--- src/rtl/regbank_write_arbiter.sv ---
// regbank_write_arbiter
// Shares the register bank's single write port between the pipeline write-back
// stage (WB) and the debug/loader unit (DBG). WB has priority. A starvation
// counter force-grants DBG after STARVE_MAX consecutive refused cycles. A lock
// FSM (NORMAL -> DRAIN -> LOCKED) stalls the pipeline and lets DBG own the port.
// Optional build macro: REGARB_STATS_EN adds saturating transfer/stall counters.

module regbank_write_arbiter #(
    parameter int unsigned STARVE_MAX = 4,
    parameter int unsigned STAT_W     = 16
) (
    input  logic        clk,
    input  logic        rst_n,
    input  logic        wb_valid,
    input  logic [4:0]  wb_reg,
    input  logic [31:0] wb_data,
    output logic        wb_ready,
    input  logic        dbg_valid,
    input  logic [4:0]  dbg_reg,
    input  logic [31:0] dbg_data,
    output logic        dbg_ready,
    input  logic        dbg_lock_req,
    output logic        dbg_lock_ack,
    output logic        stall_pipe,
    output logic [4:0]  rb_write_reg,
    output logic [31:0] rb_write_data,
    output logic        rb_regwrite
`ifdef REGARB_STATS_EN
    ,
    output logic [STAT_W-1:0] stat_wb_cnt,
    output logic [STAT_W-1:0] stat_dbg_cnt,
    output logic [STAT_W-1:0] stat_stall_cnt
`endif
);

    typedef enum logic [1:0] {
        ST_NORMAL = 2'd0,
        ST_DRAIN  = 2'd1,
        ST_LOCKED = 2'd2
    } lock_state_t;

    localparam logic [3:0] STARVE_LIM = 4'(STARVE_MAX);

    if ((STARVE_MAX < 32'd1) || (STARVE_MAX > 32'd15)) begin : g_bad_starve_max
        $error("STARVE_MAX must be in 1..15");
    end
    if (STAT_W < 32'd1) begin : g_bad_stat_w
        $error("STAT_W must be at least 1");
    end

    lock_state_t state_r;
    lock_state_t state_nxt_s;
    logic [3:0]  starve_cnt_r;
    logic [3:0]  starve_nxt_s;
    logic        wb_grant_s;
    logic        dbg_grant_s;
    logic        xfer_s;
    logic [4:0]  xfer_reg_s;
    logic [31:0] xfer_data_s;

    // Per-cycle grant: DBG only while locked, otherwise WB first unless DBG is starved.
    always_comb begin
        wb_grant_s  = 1'b0;
        dbg_grant_s = 1'b0;
        if (state_r == ST_LOCKED) begin
            dbg_grant_s = dbg_valid;
        end else begin
            wb_grant_s  = wb_valid && (starve_cnt_r < STARVE_LIM);
            dbg_grant_s = dbg_valid && !wb_grant_s;
        end
        wb_ready  = wb_grant_s;
        dbg_ready = dbg_grant_s;
    end

    // Select the winning requester's register/data for the write port.
    always_comb begin
        xfer_s      = 1'b0;
        xfer_reg_s  = wb_reg;
        xfer_data_s = wb_data;
        if (wb_grant_s) begin
            xfer_s = 1'b1;
        end else if (dbg_grant_s) begin
            xfer_s      = 1'b1;
            xfer_reg_s  = dbg_reg;
            xfer_data_s = dbg_data;
        end else begin
            xfer_s = 1'b0;
        end
    end

    // Starvation counter: count refused DBG cycles, clear on DBG transfer or idle DBG.
    always_comb begin
        starve_nxt_s = 4'd0;
        if (dbg_valid && !dbg_grant_s) begin
            if (starve_cnt_r >= STARVE_LIM) begin
                starve_nxt_s = STARVE_LIM;
            end else begin
                starve_nxt_s = starve_cnt_r + 4'd1;
            end
        end else begin
            starve_nxt_s = 4'd0;
        end
    end

    // Lock FSM next state: a dropped request always wins over drain completion.
    always_comb begin
        state_nxt_s = state_r;
        case (state_r)
            ST_NORMAL: begin
                if (dbg_lock_req) begin
                    state_nxt_s = ST_DRAIN;
                end else begin
                    state_nxt_s = ST_NORMAL;
                end
            end
            ST_DRAIN: begin
                if (!dbg_lock_req) begin
                    state_nxt_s = ST_NORMAL;
                end else if (!wb_valid) begin
                    state_nxt_s = ST_LOCKED;
                end else begin
                    state_nxt_s = ST_DRAIN;
                end
            end
            ST_LOCKED: begin
                if (!dbg_lock_req) begin
                    state_nxt_s = ST_NORMAL;
                end else begin
                    state_nxt_s = ST_LOCKED;
                end
            end
            default: state_nxt_s = ST_NORMAL;
        endcase
    end

    // FSM state, starvation counter and registered lock status outputs.
    always_ff @(posedge clk or negedge rst_n) begin
        if (!rst_n) begin
            state_r      <= ST_NORMAL;
            starve_cnt_r <= 4'd0;
            stall_pipe   <= 1'b0;
            dbg_lock_ack <= 1'b0;
        end else begin
            state_r      <= state_nxt_s;
            starve_cnt_r <= starve_nxt_s;
            stall_pipe   <= (state_nxt_s != ST_NORMAL);
            dbg_lock_ack <= (state_nxt_s == ST_LOCKED);
        end
    end

    // Register-bank write port: one-cycle strobe per transfer, r0 writes suppressed.
    always_ff @(posedge clk or negedge rst_n) begin
        if (!rst_n) begin
            rb_regwrite   <= 1'b0;
            rb_write_reg  <= 5'd0;
            rb_write_data <= 32'd0;
        end else if (xfer_s) begin
            rb_regwrite   <= (xfer_reg_s != 5'd0);
            rb_write_reg  <= xfer_reg_s;
            rb_write_data <= xfer_data_s;
        end else begin
            rb_regwrite   <= 1'b0;
        end
    end

`ifdef REGARB_STATS_EN
    logic [STAT_W-1:0] stat_wb_r;
    logic [STAT_W-1:0] stat_dbg_r;
    logic [STAT_W-1:0] stat_stall_r;

    function automatic logic [STAT_W-1:0] sat_inc(input logic [STAT_W-1:0] v);
        if (&v) begin
            return v;
        end else begin
            return v + {{(STAT_W-1){1'b0}}, 1'b1};
        end
    endfunction

    // Saturating statistics: transfers per requester and stalled cycles.
    always_ff @(posedge clk or negedge rst_n) begin
        if (!rst_n) begin
            stat_wb_r    <= {STAT_W{1'b0}};
            stat_dbg_r   <= {STAT_W{1'b0}};
            stat_stall_r <= {STAT_W{1'b0}};
        end else begin
            if (wb_grant_s) begin
                stat_wb_r <= sat_inc(stat_wb_r);
            end
            if (dbg_grant_s) begin
                stat_dbg_r <= sat_inc(stat_dbg_r);
            end
            if (stall_pipe) begin
                stat_stall_r <= sat_inc(stat_stall_r);
            end
        end
    end

    assign stat_wb_cnt    = stat_wb_r;
    assign stat_dbg_cnt   = stat_dbg_r;
    assign stat_stall_cnt = stat_stall_r;
`else
`endif

endmodule

--- config.mk ---
export PLATFORM = sky130hd
export DESIGN_NAME = regbank_write_arbiter
export DESIGN_NICKNAME = d
export VERILOG_FILES = /design/src/rtl/regbank_write_arbiter.sv
export SDC_FILE = /design/constraint.sdc
export NUM_CORES = 1
export LEC_CHECK = 0
export BUFFER_PORTS_ARGS = -buffer_cell sky130_fd_sc_hd__buf_2
export CAP_MARGIN = 15
export CORE_MARGIN = 5
export CORE_UTILIZATION = 49
export CTS_CLUSTER_DIAMETER = 200
export DETAILED_ROUTE_END_ITERATION = 10
export HOLD_SLACK_MARGIN = 0.08
export PLACE_DENSITY_LB_ADDON = 0.05
export SETUP_SLACK_MARGIN = 0.3
export SLEW_MARGIN = 25
export SYNTH_ARGS = -nofsm -noshare
export SYNTH_HDL_FRONTEND = slang
export SYNTH_SLANG_ARGS = --single-unit
--- constraint.sdc ---
create_clock -name clk -period 3.8 [get_ports clk]
set_input_delay 0 -clock clk [delete_from_list [all_inputs] [get_ports clk]]
set_output_delay 0 -clock clk [all_outputs]
set_load 0.05 [all_outputs]
==> impl_metrics.tcl, run 1 <==
set metrics [dict create \
    status "finished, final reports clean" \
    num_rows 25 \
    p_per_area_mw_per_mm2 384 \
    rsz0062_at_grt "false" \
    power.switching_mw 0.503 \
    path_clk_slew_ps 90 \
    hold_end "rb_regwrite$_DFF_PN0_" \
    dieArea_mm2 0.00633 \
    fin_util 0.809 \
    r2r-start "state_r[1]$_DFF_PN0_" \
    grt_pass1_wl_mm 9.55 \
    hold_violations 0 \
    clockBufferDepth 2 \
    synth_fp_nets 230 \
    setup_tns_ps 0 \
    switching_share 0.343 \
    ant_nets 0 \
    drive_above_1_share 0.588 \
    numCtsBuffers 5 \
    drt_wl_total_mm 5.99 \
    finalCritPeriodShare 0.662 \
    yosys-top-cells-area "dfrtp_1, mux2_4, mux2_2" \
    synthCells 150 \
    hp-class "primary input to flop" \
    io_pins 121 \
    clock-sinks 46 \
    leakagePower_nw 1.94 \
    clk_latency_ps 300 \
    period_minus_slack_ps 2520 \
    remaining_drc_errors 0 \
    initial_core_util 0.502 \
    regToRegSetupSlack_ps 1280 \
    ctsHtreeMaxLevel 2 \
    grt_max_degree 47 \
    whs_path_depth 4 \
    fmax_mhz 398 \
    dp_hpwl_mm 3.62 \
    p_clk_frac 0.212 \
    placed_cell_area_mm2 0.00296 \
    dp_cells 327 \
    netlist-cell-type-count 22 \
    dp_slack_ps 1880 \
    worstSetupEndpointType "flop" \
    largest_reg_flops 32 \
    gp_congestion 0.703 \
    nets 424 \
    relSlewSlack 0.400 \
    setup_viol 0 \
    critical_path_arrival_ps 2690 \
    dr.pass1.iters 4 \
    pwr-share-comb 0.398 \
    route.vias.total 1917 \
    crit_path_start "state_r[1]$_DFF_PN0_" \
    area_growth_pct 61.0 \
    antenna_found_initial 0 \
    r2r.worst_path.cells 4 \
    design_area_mm2 0.00382 \
    syn_avg_cell_area_um2 15.8 \
    grt_pass1_vias 2003 \
    cts_tree "yes" \
    setup_slack_ps 1280 \
    io_buffer_count 120 \
    yosys.area.top_type "dfrtp_1" \
    synth-seq-cells 46 \
    n_antenna_cell 0 \
    start_kind "flop" \
    drtIter0Drc 37 \
    fin_hold_ws_ps 142 \
    clock_skew_ps 8.93 \
    die_y_um 79.6 \
    p_int_mw 0.965 \
    core_area_mm2 0.00472 \
    r2r-end "rb_write_data[15]$_DFFE_PN0P_" \
    yosysSeqAreaShare 0.485 \
    cts-root-buf "clkbuf_8" \
    worstSetupPathType "flop to flop" \
    ys_warn_count 0 \
    slew_viol_final 0 \
    seq_power_share 0.390 \
    max-cap-violations 0 \
    viasPerCell 4.65 \
    grt_overflow 0 \
    yosysTopAreaCellShare 0.485 \
    finalPower_mw 1.47 \
    synth_area_mm2 0.00237 \
    min_from "dbg_reg[1]" \
    ir_drop_v 0.000226 \
    cp_max_fo 41 \
    worst_pin_slew_ps 899 \
    fin_cells 412 \
    dieWidth_um 79.6 \
    required_ps 3980 \
    wl_per_cell_um 14.5 \
    grt_usage 0.193 \
]
[worst max path at each step]
stage                                          to  slack (ps)  depth (start not counted)
finish              rb_write_data[15]$_DFFE_PN0P_        1280                          4
CTS                 rb_write_data[18]$_DFFE_PN0P_        1320                          4
global placement    rb_write_data[20]$_DFFE_PN0P_        1920                          3
global route        rb_write_data[15]$_DFFE_PN0P_        1240                          4
floorplan               starve_cnt_r[1]$_DFF_PN0_        1930                          6
detailed placement  rb_write_data[13]$_DFFE_PN0P_        1880                          3
[repair_timing]
| action | CTS | global route |
|---|---|---|
| buffers inserted | 0 | 0 |
| resized for setup | 0 | 0 |
| hold buffers | 77 | 0 |
| endpoints found under the hold margin | 88 | 0 |
[power groups by stage]
| stage | combinational (mW) | clock, mW | sequential [mW] |
|---|---|---|---|
| after global routing | 0.616 | 0.343 | 0.581 |
| after global placement | 0.475 | 0 | 0.579 |
| after CTS | 0.582 | 0.318 | 0.571 |
| after detailed placement | 0.479 | 0 | 0.580 |
| final | 0.584 | 0.312 | 0.572 |
| after floorplan | 0.170 | 0 | 0.772 |
[cells by family (layout without fill, tap and decap cells)]
logic type / Yosys count / in the layout / share of synthesized area
AOI/OAI and AO/OA: 4 / 4 / 0.0116
muxes: 75 / 75 / 0.412
other: 1 / 1 / 0.00158
and+or+nand+nor: 12 / 12 / 0.0396
adders and majority gates: 1 / 1 / 0.00527
DFF: 46 / 46 / 0.485
buffers and inverters: 11 / 206 / 0.0443
[area by class of cell]
cell class | count | area, um^2
clock inverters | 1 | 5.00
well taps | 67 | 83.8
multi-input cells | 93 | 1120
flip-flops and latches | 46 | 1150
clock buffers | 7 | 86.3
fillers | 271 | 903
inverters | 1 | 3.75
repair buffers | 197 | 1370
[Yosys cell counts, drive strengths merged]
cell    instances
a21boi          1
o21ai           1
mux2           74
dfrtp          46
or4b            1
or4             2
clkbuf          5
o21a            2
mux2i           1
nor2            1
nor3b           2
inv             1
and2b           1
and3            2
and2            1
nor2b           2
buf             5
ha              1
conb            1
[worst max-delay path, stage by stage, from the launching register on]
cell           delay [ps]
dfrtp_1               420
nor2b_4               150
or4b_4                810
mux2_4                410
dlygate4sd3_1         560
[routing by layer]
metal | vias to the layer above | part of all wire | global-route usage
li1 | 923 | - | -
met1 | 913 | 0.42 | 0.243
met2 | 76 | 0.50 | 0.336
met3 | 5 | 0.071 | 0.0519
met4 | 0 | 0.0065 | 0.0309
met5 | - | 0 | 0
[cell usage in the layout (no fill, tap or decap)]
| cell type | n |
|---|---|
| a21boi_0 | 1 |
| and2_1 | 1 |
| and2b_1 | 1 |
| and3_1 | 2 |
| buf_2 | 119 |
| buf_4 | 1 |
| clkbuf_1 | 1 |
| clkbuf_8 | 6 |
| clkinv_2 | 1 |
| conb_1 | 1 |
| dfrtp_1 | 46 |
| dlygate4sd3_1 | 77 |
| ha_1 | 1 |
| inv_1 | 1 |
| mux2_2 | 38 |
| mux2_4 | 36 |
| mux2i_1 | 1 |
| nor2_1 | 1 |
| nor2b_1 | 1 |
| nor2b_4 | 1 |
| nor3b_1 | 2 |
| o21a_1 | 2 |
| o21ai_0 | 1 |
| or4_1 | 2 |
| or4b_4 | 1 |
No activity file was read; power rests on OpenSTA's default activity.
==> inputs of run 2 (changes only) <==
--- a/config.mk
+++ b/config.mk
@@ -8,7 +8,7 @@
 export BUFFER_PORTS_ARGS = -buffer_cell sky130_fd_sc_hd__buf_2
 export CAP_MARGIN = 15
 export CORE_MARGIN = 5
-export CORE_UTILIZATION = 49
+export CORE_UTILIZATION = 41
 export CTS_CLUSTER_DIAMETER = 200
 export DETAILED_ROUTE_END_ITERATION = 10
 export HOLD_SLACK_MARGIN = 0.08
==> constraint.sdc (replaced) <==
create_clock -name clk -period 2.1 [get_ports clk]
set_input_delay 0 -clock clk [delete_from_list [all_inputs] [get_ports clk]]
set_output_delay 0 -clock clk [all_outputs]
set_load 0.05 [all_outputs]
==> run 2 against run 1 <==
  * Sequential share of layout area decreased by 0.81 points
  * Wire length rose by 4.7%
  * Die area rose by 17%
  * Clock skew decreased by 5.9 ps
  * Clock-buffer cell count unchanged
  * Critical endpoint is now rb_write_data[25]$_DFFE_PN0P_
  * Largest power group is now registers
==> impl_metrics.tcl, run 2 (synthesis results as in run 1) <==
set metrics [dict create \
    remaining_drc_errors 0 \
    rsz0062_at_grt "true" \
    gp_congestion 0.738 \
    status "finished, final reports clean" \
    wl_per_cell_um 14.8 \
    drtIter0Drc 32 \
    n_antenna_cell 0 \
    dieArea_mm2 0.00741 \
    period_minus_slack_ps 1790 \
    worstSetupPathType "flop to flop" \
    clock_skew_ps 3.03 \
    dieWidth_um 86.1 \
    r2r-end "rb_write_data[25]$_DFFE_PN0P_" \
    hold_violations 0 \
    setup_tns_ps 0 \
    grt_max_degree 26 \
    finalPower_mw 2.59 \
    cts_tree "yes" \
    nFillCells 426 \
    hp-class "primary input to asynchronous set/reset pin" \
    regArea_mm2 0.00115 \
    crit_path_start "state_r[1]$_DFF_PN0_" \
    numCtsBuffers 5 \
    max-cap-violations 0 \
    dr.pass1.iters 4 \
    multi_input_area_mm2 0.00112 \
    io_buffer_count 120 \
    layout_common_cells "buf_2, dlygate4sd3_1, dfrtp_1" \
    regToRegSetupSlack_ps 310 \
    r2r.worst_path.cells 4 \
    worstSetupEndpointType "flop" \
    dp_slack_ps 320 \
    cp_max_fo 25 \
    cts-root-buf "clkbuf_8" \
    slew_viol_final 0 \
    ir_drop_v 0.000351 \
    largest_reg_flops 32 \
    die_y_um 86.1 \
    grt_overflow 0 \
    route.vias.total 1924 \
    clockBufferDepth 2 \
    r2r-start "state_r[1]$_DFF_PN0_" \
    grt_pass1_wl_mm 10.4 \
    ant_nets 0 \
    setup_slack_ps 313 \
    dp_hpwl_mm 3.96 \
    start_kind "flop" \
    nets 432 \
    grt_usage 0.177 \
    drive_above_1_share 0.601 \
    grt_pass1_vias 2185 \
    p_per_area_mw_per_mm2 659 \
    finalCritPeriodShare 0.851 \
    antenna_found_initial 0 \
    core_area_mm2 0.00557 \
    io_pins 121 \
    area_growth_pct 65.5 \
    clock-sinks 46 \
    fmax_mhz 560 \
    leakagePower_nw 1.98 \
    required_ps 2280 \
    clk_latency_ps 290 \
    path_clk_slew_ps 80 \
    critical_path_arrival_ps 1970 \
    relSlewSlack 0.618 \
    viasPerCell 4.53 \
    setup_viol 0 \
    drt_wl_total_mm 6.27 \
    worst_pin_slew_ps 574 \
    initial_core_util 0.426 \
    num_rows 27 \
    ctsHtreeMaxLevel 2 \
    final_common_cell "buf_2" \
]
-- run 2: cell count changes in the layout (fill, tap and decap cells not counted) --
cell,delta
clkinvlp_4,+1
buf_4,+5
buf_2,-1
buf_6,+2
inv_1,-1
buf_12,+2
-- run 2: worst max path at each step --
| stage | end | slack [ps] | cells after the start |
|---|---|---|---|
| after floorplan | starve_cnt_r[1]$_DFF_PN0_ | 390 | 6 |
| after global placement | rb_write_data[18]$_DFFE_PN0P_ | 340 | 4 |
| after detailed placement | rb_write_data[25]$_DFFE_PN0P_ | 320 | 4 |
| after CTS | rb_write_data[4]$_DFFE_PN0P_ | 300 | 4 |
| after global routing | rb_write_data[25]$_DFFE_PN0P_ | 260 | 4 |
| final | rb_write_data[25]$_DFFE_PN0P_ | 310 | 4 |
-- run 2: timing repair --
action                                  in CTS  in global routing
buffers inserted                             4                  0
endpoints found under the setup margin       3                 35
pin swaps                                    0                  0
hold buffers                                77                  0
endpoints found under the hold margin       65                  0
resized for setup                            6                  1
-- run 2: report_power, final --
group / switching, mW / internal [mW] / total [mW]
clock network: 0.285 / 0.266 / 0.551
registers: 0.0479 / 0.986 / 1.03
logic: 0.560 / 0.443 / 1.00
-- run 2: critical path: stages (launching register included) --
cell,delay (ps)
dfrtp_1,390
nor2b_4,130
or4b_4,500
buf_4,290
mux2_4,350
-- run 2: routing by layer --
metal | vias up | part of all wire | global-route usage
met1 | 895 | 0.41 | 0.209
met5 | - | 0 | 0
met2 | 76 | 0.49 | 0.311
li1 | 942 | - | -
met4 | 0 | 0.016 | 0.0489
met3 | 11 | 0.081 | 0.0500
-- run 2: final cells by class --
| cell class | instances | share of cell area |
|---|---|---|
| Clock buffer | 7 | 0.0220 |
| Timing Repair Buffer | 205 | 0.374 |
| Tap cell | 72 | 0.0230 |
| Inverter | 1 | 0.00191 |
| Clock inverter | 1 | 0.00128 |
| Multi-Input combinational cell | 93 | 0.284 |
| Sequential cell | 46 | 0.293 |
-- run 2: per-stage QoR --
stage,hold WS [ps],utilization,std cells,cell area (um^2)
floorplan,-296,-,150,2380
global placement,21.6,0.540,336,3010
detailed placement,27.4,0.540,336,3010
CTS,237,0.703,425,3920
global route,270,0.704,425,3930
finish,234,0.704,425,3930
